File: src/rtl/eq_req_arbiter_if.sv
// Request/datapath/response bundle for eq_req_arbiter. The slave modport is the
// arbiter's view; master is the view of the clients plus the datapath instance.
interface eq_req_arbiter_if #(
  parameter int WIDTH   = 8,
  parameter int NUM_REQ = 4
);
  localparam int IDW = (NUM_REQ > 1) ? $clog2(NUM_REQ) : 1;
  localparam int QW  = 2 * WIDTH + 4;

  logic                     en_i;
  logic [NUM_REQ-1:0]       req_valid_i;
  logic [NUM_REQ-1:0]       req_ready_o;
  logic [NUM_REQ*WIDTH-1:0] req_a_i;
  logic [NUM_REQ*WIDTH-1:0] req_b_i;
  logic [NUM_REQ*WIDTH-1:0] req_c_i;
  logic [NUM_REQ*WIDTH-1:0] req_d_i;
  logic                     dp_valid_o;
  logic [WIDTH-1:0]         dp_a_o;
  logic [WIDTH-1:0]         dp_b_o;
  logic [WIDTH-1:0]         dp_c_o;
  logic [WIDTH-1:0]         dp_d_o;
  logic                     dp_valid_i;
  logic [QW-1:0]            dp_q_i;
  logic                     rsp_valid_o;
  logic [IDW-1:0]           rsp_id_o;
  logic [QW-1:0]            rsp_q_o;
  logic                     busy_o;
  logic                     err_o;

  // Handshake: a request transfers in any cycle where req_valid_i[i] and
  // req_ready_o[i] are both high; ready is at most one-hot and never waits on valid
  // from the datapath side.
  modport slave (
    input  en_i, req_valid_i, req_a_i, req_b_i, req_c_i, req_d_i, dp_valid_i, dp_q_i,
    output req_ready_o, dp_valid_o, dp_a_o, dp_b_o, dp_c_o, dp_d_o,
    output rsp_valid_o, rsp_id_o, rsp_q_o, busy_o, err_o
  );

  modport master (
    output en_i, req_valid_i, req_a_i, req_b_i, req_c_i, req_d_i, dp_valid_i, dp_q_i,
    input  req_ready_o, dp_valid_o, dp_a_o, dp_b_o, dp_c_o, dp_d_o,
    input  rsp_valid_o, rsp_id_o, rsp_q_o, busy_o, err_o
  );
endinterface

File: src/rtl/eq_req_arbiter.sv
// Round-robin front end sharing one equation datapath between NUM_REQ clients;
// a tag pipe matched to the datapath latency routes each result back to its client.
module eq_req_arbiter #(
  parameter int WIDTH   = 8,
  parameter int NUM_REQ = 4,
  parameter int LATENCY = 3
) (
  input logic              clk,
  input logic              rst,
  eq_req_arbiter_if.slave  bus
);
  localparam int IDW = (NUM_REQ > 1) ? $clog2(NUM_REQ) : 1;
  localparam int QW  = 2 * WIDTH + 4;

  logic [IDW-1:0]     ptr_q, ptr_d;
  logic [IDW-1:0]     grant_id, idx_c;
  logic               grant_vld;
  logic [NUM_REQ-1:0] ready;
  logic               xfer;
  logic [WIDTH-1:0]   sel_a, sel_b, sel_c, sel_d;

  logic               dp_valid_q;
  logic [WIDTH-1:0]   dp_a_q, dp_b_q, dp_c_q, dp_d_q;
  logic [IDW-1:0]     issue_id_q;

  logic [LATENCY-1:0] tag_v_q;
  logic [IDW-1:0]     tag_id_q [LATENCY];

  logic               rsp_fire;
  logic               rsp_valid_q;
  logic [IDW-1:0]     rsp_id_q;
  logic [QW-1:0]      rsp_q_q;
  logic               err_q;

  // Search starts just above the last winner so every client gets a turn.
  always_comb begin
    grant_vld = 1'b0;
    grant_id  = '0;
    idx_c     = '0;
    ready     = '0;
    if (bus.en_i) begin
      for (int k = 1; k <= NUM_REQ; k++) begin
        idx_c = IDW'((int'(ptr_q) + k) % NUM_REQ);
        if (!grant_vld && bus.req_valid_i[idx_c]) begin
          grant_vld = 1'b1;
          grant_id  = idx_c;
        end
      end
    end
    if (grant_vld) ready[grant_id] = 1'b1;
  end

  always_comb begin
    xfer  = |(ready & bus.req_valid_i);
    ptr_d = xfer ? grant_id : ptr_q;
    sel_a = bus.req_a_i[int'(grant_id)*WIDTH +: WIDTH];
    sel_b = bus.req_b_i[int'(grant_id)*WIDTH +: WIDTH];
    sel_c = bus.req_c_i[int'(grant_id)*WIDTH +: WIDTH];
    sel_d = bus.req_d_i[int'(grant_id)*WIDTH +: WIDTH];
    rsp_fire = bus.dp_valid_i & tag_v_q[LATENCY-1];
  end

  always_ff @(posedge clk or posedge rst) begin
    if (rst) begin
      ptr_q       <= IDW'(NUM_REQ - 1);
      dp_valid_q  <= 1'b0;
      dp_a_q      <= '0;
      dp_b_q      <= '0;
      dp_c_q      <= '0;
      dp_d_q      <= '0;
      issue_id_q  <= '0;
      tag_v_q     <= '0;
      for (int i = 0; i < LATENCY; i++) tag_id_q[i] <= '0;
      rsp_valid_q <= 1'b0;
      rsp_id_q    <= '0;
      rsp_q_q     <= '0;
      err_q       <= 1'b0;
    end else begin
      ptr_q      <= ptr_d;
      dp_valid_q <= xfer;
      if (xfer) begin
        dp_a_q     <= sel_a;
        dp_b_q     <= sel_b;
        dp_c_q     <= sel_c;
        dp_d_q     <= sel_d;
        issue_id_q <= grant_id;
      end
      // Stage 0 follows the issue register, so the last stage lines up with dp_valid_i.
      tag_v_q[0]  <= dp_valid_q;
      tag_id_q[0] <= issue_id_q;
      for (int i = 1; i < LATENCY; i++) begin
        tag_v_q[i]  <= tag_v_q[i-1];
        tag_id_q[i] <= tag_id_q[i-1];
      end
      rsp_valid_q <= rsp_fire;
      if (rsp_fire) begin
        rsp_id_q <= tag_id_q[LATENCY-1];
        rsp_q_q  <= bus.dp_q_i;
      end
      if (bus.dp_valid_i != tag_v_q[LATENCY-1]) err_q <= 1'b1;
    end
  end

  assign bus.req_ready_o = ready;
  assign bus.dp_valid_o  = dp_valid_q;
  assign bus.dp_a_o      = dp_a_q;
  assign bus.dp_b_o      = dp_b_q;
  assign bus.dp_c_o      = dp_c_q;
  assign bus.dp_d_o      = dp_d_q;
  assign bus.rsp_valid_o = rsp_valid_q;
  assign bus.rsp_id_o    = rsp_id_q;
  assign bus.rsp_q_o     = rsp_q_q;
  assign bus.busy_o      = dp_valid_q | (|tag_v_q) | rsp_valid_q;
  assign bus.err_o       = err_q;
endmodule

File: src/flat_wrapper.sv
// flat-port wrapper written by rule: the top's interface ports become plain ports
module eq_req_arbiter_flat 
#(
  parameter int WIDTH   = 8,
  parameter int NUM_REQ = 4,
  parameter int LATENCY = 3
)
  (clk, rst, bus_en_i, bus_req_valid_i, bus_req_a_i, bus_req_b_i, bus_req_c_i, bus_req_d_i, bus_dp_valid_i, bus_dp_q_i, bus_req_ready_o, bus_dp_valid_o, bus_dp_a_o, bus_dp_b_o, bus_dp_c_o, bus_dp_d_o, bus_rsp_valid_o, bus_rsp_id_o, bus_rsp_q_o, bus_busy_o, bus_err_o);
  eq_req_arbiter_if #(.WIDTH(WIDTH), .NUM_REQ(NUM_REQ)) bus_i ();
  input logic clk;
  input logic rst;
  input wire logic [$bits(bus_i.en_i)-1:0] bus_en_i;
  input wire logic [$bits(bus_i.req_valid_i)-1:0] bus_req_valid_i;
  input wire logic [$bits(bus_i.req_a_i)-1:0] bus_req_a_i;
  input wire logic [$bits(bus_i.req_b_i)-1:0] bus_req_b_i;
  input wire logic [$bits(bus_i.req_c_i)-1:0] bus_req_c_i;
  input wire logic [$bits(bus_i.req_d_i)-1:0] bus_req_d_i;
  input wire logic [$bits(bus_i.dp_valid_i)-1:0] bus_dp_valid_i;
  input wire logic [$bits(bus_i.dp_q_i)-1:0] bus_dp_q_i;
  output wire logic [$bits(bus_i.req_ready_o)-1:0] bus_req_ready_o;
  output wire logic [$bits(bus_i.dp_valid_o)-1:0] bus_dp_valid_o;
  output wire logic [$bits(bus_i.dp_a_o)-1:0] bus_dp_a_o;
  output wire logic [$bits(bus_i.dp_b_o)-1:0] bus_dp_b_o;
  output wire logic [$bits(bus_i.dp_c_o)-1:0] bus_dp_c_o;
  output wire logic [$bits(bus_i.dp_d_o)-1:0] bus_dp_d_o;
  output wire logic [$bits(bus_i.rsp_valid_o)-1:0] bus_rsp_valid_o;
  output wire logic [$bits(bus_i.rsp_id_o)-1:0] bus_rsp_id_o;
  output wire logic [$bits(bus_i.rsp_q_o)-1:0] bus_rsp_q_o;
  output wire logic [$bits(bus_i.busy_o)-1:0] bus_busy_o;
  output wire logic [$bits(bus_i.err_o)-1:0] bus_err_o;
  assign bus_i.en_i = bus_en_i;
  assign bus_i.req_valid_i = bus_req_valid_i;
  assign bus_i.req_a_i = bus_req_a_i;
  assign bus_i.req_b_i = bus_req_b_i;
  assign bus_i.req_c_i = bus_req_c_i;
  assign bus_i.req_d_i = bus_req_d_i;
  assign bus_i.dp_valid_i = bus_dp_valid_i;
  assign bus_i.dp_q_i = bus_dp_q_i;
  assign bus_req_ready_o = bus_i.req_ready_o;
  assign bus_dp_valid_o = bus_i.dp_valid_o;
  assign bus_dp_a_o = bus_i.dp_a_o;
  assign bus_dp_b_o = bus_i.dp_b_o;
  assign bus_dp_c_o = bus_i.dp_c_o;
  assign bus_dp_d_o = bus_i.dp_d_o;
  assign bus_rsp_valid_o = bus_i.rsp_valid_o;
  assign bus_rsp_id_o = bus_i.rsp_id_o;
  assign bus_rsp_q_o = bus_i.rsp_q_o;
  assign bus_busy_o = bus_i.busy_o;
  assign bus_err_o = bus_i.err_o;
  eq_req_arbiter #(.WIDTH(WIDTH), .NUM_REQ(NUM_REQ), .LATENCY(LATENCY)) u_core (.clk(clk), .rst(rst), .bus(bus_i));
endmodule
File: config.mk
export PLATFORM = sky130hd
export DESIGN_NAME = eq_req_arbiter_flat
export DESIGN_NICKNAME = d
export VERILOG_FILES = /design/src/rtl/eq_req_arbiter_if.sv /design/src/rtl/eq_req_arbiter.sv /design/src/flat_wrapper.sv
export SDC_FILE = /design/constraint.sdc
export NUM_CORES = 1
export LEC_CHECK = 0
export CAP_MARGIN = 0
export CORE_ASPECT_RATIO = 1.75
export CORE_MARGIN = 3
export CORE_UTILIZATION = 40
export CTS_CLUSTER_DIAMETER = 200
export DETAILED_ROUTE_END_ITERATION = 12
export DONT_BUFFER_PORTS = 1
export PLACE_DENSITY_LB_ADDON = 0.12
export REMOVE_ABC_BUFFERS = 1
export SETUP_SLACK_MARGIN = 0.4
export SYNTH_ARGS = -nofsm -noshare
export SYNTH_HDL_FRONTEND = slang
export SYNTH_SLANG_ARGS = --single-unit
File: constraint.sdc
create_clock -name clk -period 5.4 [get_ports clk]
set_input_delay 1.35 -clock clk [delete_from_list [all_inputs] [get_ports clk]]
set_output_delay 1.35 -clock clk [all_outputs]
set_load 0.01 [all_outputs]
==> run summary <==
Final layout
• **Antenna Cells** 0
• **cell area after layout** 4160 µm²
• **proportion of layout cells with a drive suffix above 1** 14.7%
• **net count of the finished layout** 559
• **layout overhead on the synthesized area** 11.2%
• **share of the core filled with cells in the final layout** 45.8%

Global routing
• **global-route congestion overflow total** 0
• **total routing usage reported by global routing** 19.5%
• **largest net degree at the start of global routing** 46
• **first-pass GRT wire length** 16000 µm
• **antenna violations before repair** 0
• **via count of the first global-routing pass** 3204

Worst hold path
• **cell depth of the worst hold path** 0
• **hold endpoint** u_core.tag_id_q[2]$_DFF_PP0_
• **start point of the worst hold path** u_core.tag_id_q[4]$_DFF_PP0_
• **classification of the worst-slack hold path** reg -> reg

CTS
• **maximum root-to-sink buffer count** 2
• **count of hold-fix buffers inserted at cts** 0
• **TritonCTS clock tree** built
• **number of gates given a new drive strength after cts** 0
• **Max H-tree Level** 3
• **clock network latency to the later pin of the worst-skew pair** 0.33 ns
• **sink count of the clock tree** 70
• **clock buffer count from CTS** 9
• **Reg clk slew, reported paths** 0.06 ns
• **number of setup buffers added after CTS** 0
• **Clock Tree Root** clkbuf_16

Timing
• **endpoints failing setup** 0
• **Max Clk Rate** 252 MHz
• **Max transition margin** 36.0%
• **final setup slack of the worst path** 1.43 ns
• **summed negative setup slack over all endpoints** 0 ns
• **max-slew violation count** 0
• **unrepaired setup endpoints after global routing** false
• **final setup skew** 0.00445 ns
• **portion of the clock cycle consumed by the worst path in the final layout** 73.5%
• **hold violation count in the final report** 0
• **actual transition at the worst max-transition pin** 0.959 ns
• **clock period minus worst slack** 3.97 ns

Synth
• **share of synthesized area occupied by flip-flops and latches** 46.9%
• **number of synthesized register bits** 70
• **average cell area after synthesis** 9.04 µm²
• **Post-Syn Instances** 414
• **cell taking the most area after synthesis** dfrtp_1
• **number of warning messages in the yosys log** 0
• **Yosys top cell area share** 45.5%
• **number of flops mapped to enable cells by yosys** 0
• **unique cell type count in the Yosys netlist** 35
• **top area cells in the synthesized netlist** dfrtp_1 (45%), nand2_1 (13%), a32o_1 (8.6%)
• **summed instance area of the synthesized netlist** 3740 µm²
• **proportion of register bits with asynchronous set or reset after synthesis** 100%
• **primary flip-flop cell chosen by synthesis mapping** dfrtp_1
• **leading post-synthesis cells by instance count** nand2_1 (129), dfrtp_1 (68)
• **most repeated cell in the gate-level netlist after synthesis** nand2_1

Routing
• **final routed DRC violation total** 0
• **Final Routed Wirelength** 10400 µm
• **antenna-violating nets left** 0
• **initial drt markers** 98
• **vias per cell** 5.71
• **number of iterations in the first detailed-routing pass** 4
• **WL per Instance** 19.8 µm
• **total vias in the final route** 3009

Floorplanning
• **chip height** 134 µm
• **total die area** 10600 µm²
• **cell row count** 46
• **Core Region** 9090 µm²
• **top-level I/O count** 218
• **effective utilization at floorplan** 41.2%
• **Die X-Extent** 79.1 µm

Run status
• **result of the run** finished, final reports clean

Critical path
• **CP max-delay cell** or3b_1
• **kind of start point of the critical path** input port
• **count of buffer and inverter cells on the critical path** 1
• **path type of the worst setup path** in -> out
• **worst reg2reg path endpoint** u_core.bus.dp_a_o[0]$_DFFE_PP0P_
• **highest fanout seen on the critical path** 29
• **launch instance of the worst register-to-register path** u_core.ptr_q[1]$_DFFE_PP1P_
• **CP cell instances** or3b_1 > o311a_2 > buf_4 > nor3_1
• **cell family with the largest share of critical-path delay** simple AND/OR/NAND/NOR gates
• **largest stage delay on the critical path** 0.41 ns
• **setup slack on the worst flop-to-flop path** 3.36 ns
• **CP required** 4.05 ns
• **worst-case reg-to-reg path depth** 5
• **critical path data arrival time** 2.62 ns
• **CP Capture Type** primary output

Job
• **maxcap violations** 0

Power
• **pwr/cell area** 454 nW/µm²
• **Max rail drop VDD** 0.155 mV
• **static leakage power** 1.71 nW
• **Pwr Total** 1.89 mW

Placed design
• **count of buffers inserted at the top-level ports** 0
• **Worst Setup Slack post-DPL** 1.44 ns
• **final RePlAce weighted congestion** 0.742
• **Placed Area** 3810 µm²
• **Detailed Place HPWL** 7590 µm

==> kinds of logic (layout without fill, tap and decap cells) <==
family,count (synthesis),count (layout),synth area share (%)
fa+ha+maj,1,1,0.334
buf+inv,37,30,4.91
flops,70,70,46.9
simple gates,177,177,20.8
compound gates,107,107,20.5
mux,22,22,6.62
==> state kept, by name, summed over array words and instances, names as in the netlist <==
register	cells
u_core.bus.rsp_valid_o	1
u_core.tag_v_q	3
u_core.ptr_q	2
u_core.bus.dp_d_o	8
u_core.issue_id_q	2
u_core.bus.rsp_id_o	2
u_core.bus.dp_c_o	8
u_core.bus.rsp_q_o	20
u_core.bus.dp_valid_o	1
u_core.bus.dp_b_o	8
u_core.tag_id_q	6
u_core.bus.err_o	1
u_core.bus.dp_a_o	8
==> worst reg2reg max path: cells and delay by family (launching register included) <==
| family | cells | cell delay (ns) |
|---|---|---|
| buf+inv | 1 | 0.11 |
| compound gates | 3 | 1.17 |
| flops | 1 | 0.56 |
| simple gates | 1 | 0.09 |
==> worst max-delay path by stage <==
stage                                   from                  to  slack (ns)  cells past startpoint
final                     bus_req_valid_i[1]  bus_req_ready_o[1]        1.43                      4
after global routing      bus_req_valid_i[1]  bus_req_ready_o[1]        1.38                      4
after CTS                 bus_req_valid_i[1]  bus_req_ready_o[1]        1.44                      4
after detailed placement  bus_req_valid_i[1]  bus_req_ready_o[1]        1.44                      4
after global placement    bus_req_valid_i[1]  bus_req_ready_o[1]        1.48                      4
after floorplan           bus_req_valid_i[3]  bus_req_ready_o[0]       -0.20                      5
==> final cells by class <==
type / instances / area, µm²
fillers: 924 / 4930
multi-input cells: 307 / 1820
flip-flops and latches: 70 / 1750
clock buffers: 11 / 243
well taps: 120 / 150
clock inverters: 5 / 106
repair buffers: 9 / 67.6
inverters: 5 / 18.8
==> power by group <==
| group | switching [mW] | total (mW) | leakage [nW] | internal, mW |
|---|---|---|---|---|
| Sequential | 0.143 | 0.797 | 0.813 | 0.654 |
| Combinational | 0.225 | 0.413 | 0.734 | 0.188 |
| Clock | 0.215 | 0.679 | 0.166 | 0.464 |
| Total | 0.583 | 1.89 | 1.71 | 1.31 |
==> cell usage in the layout (no fill, tap or decap), types with 3 or more instances in the layout <==
| cell | instances |
|---|---|
| nand2_1 | 129 |
| dfrtp_1 | 68 |
| a21oi_1 | 32 |
| nand2b_1 | 32 |
| o21ai_1 | 32 |
| a32o_1 | 32 |
| mux2_2 | 22 |
| clkbuf_16 | 9 |
| buf_4 | 9 |
| nor2_1 | 4 |
| inv_2 | 3 |
| bufinv_16 | 3 |
==> through the flow <==
step | hold WS [ns] | instances
2_1_floorplan | 0.331 | 382
3_3_place_gp | 0.335 | 511
3_5_place_dp | 0.336 | 511
4_1_cts | 0.350 | 527
5_1_grt | 0.351 | 527
6_report | 0.345 | 527
==> layer usage <==
layer	GRT usage, %	routed length [µm]
met5	0	0
met4	11.3	389
met3	4.91	886
met2	34.9	5470
met1	20.2	3700
Power figures use the tool's default switching activity.
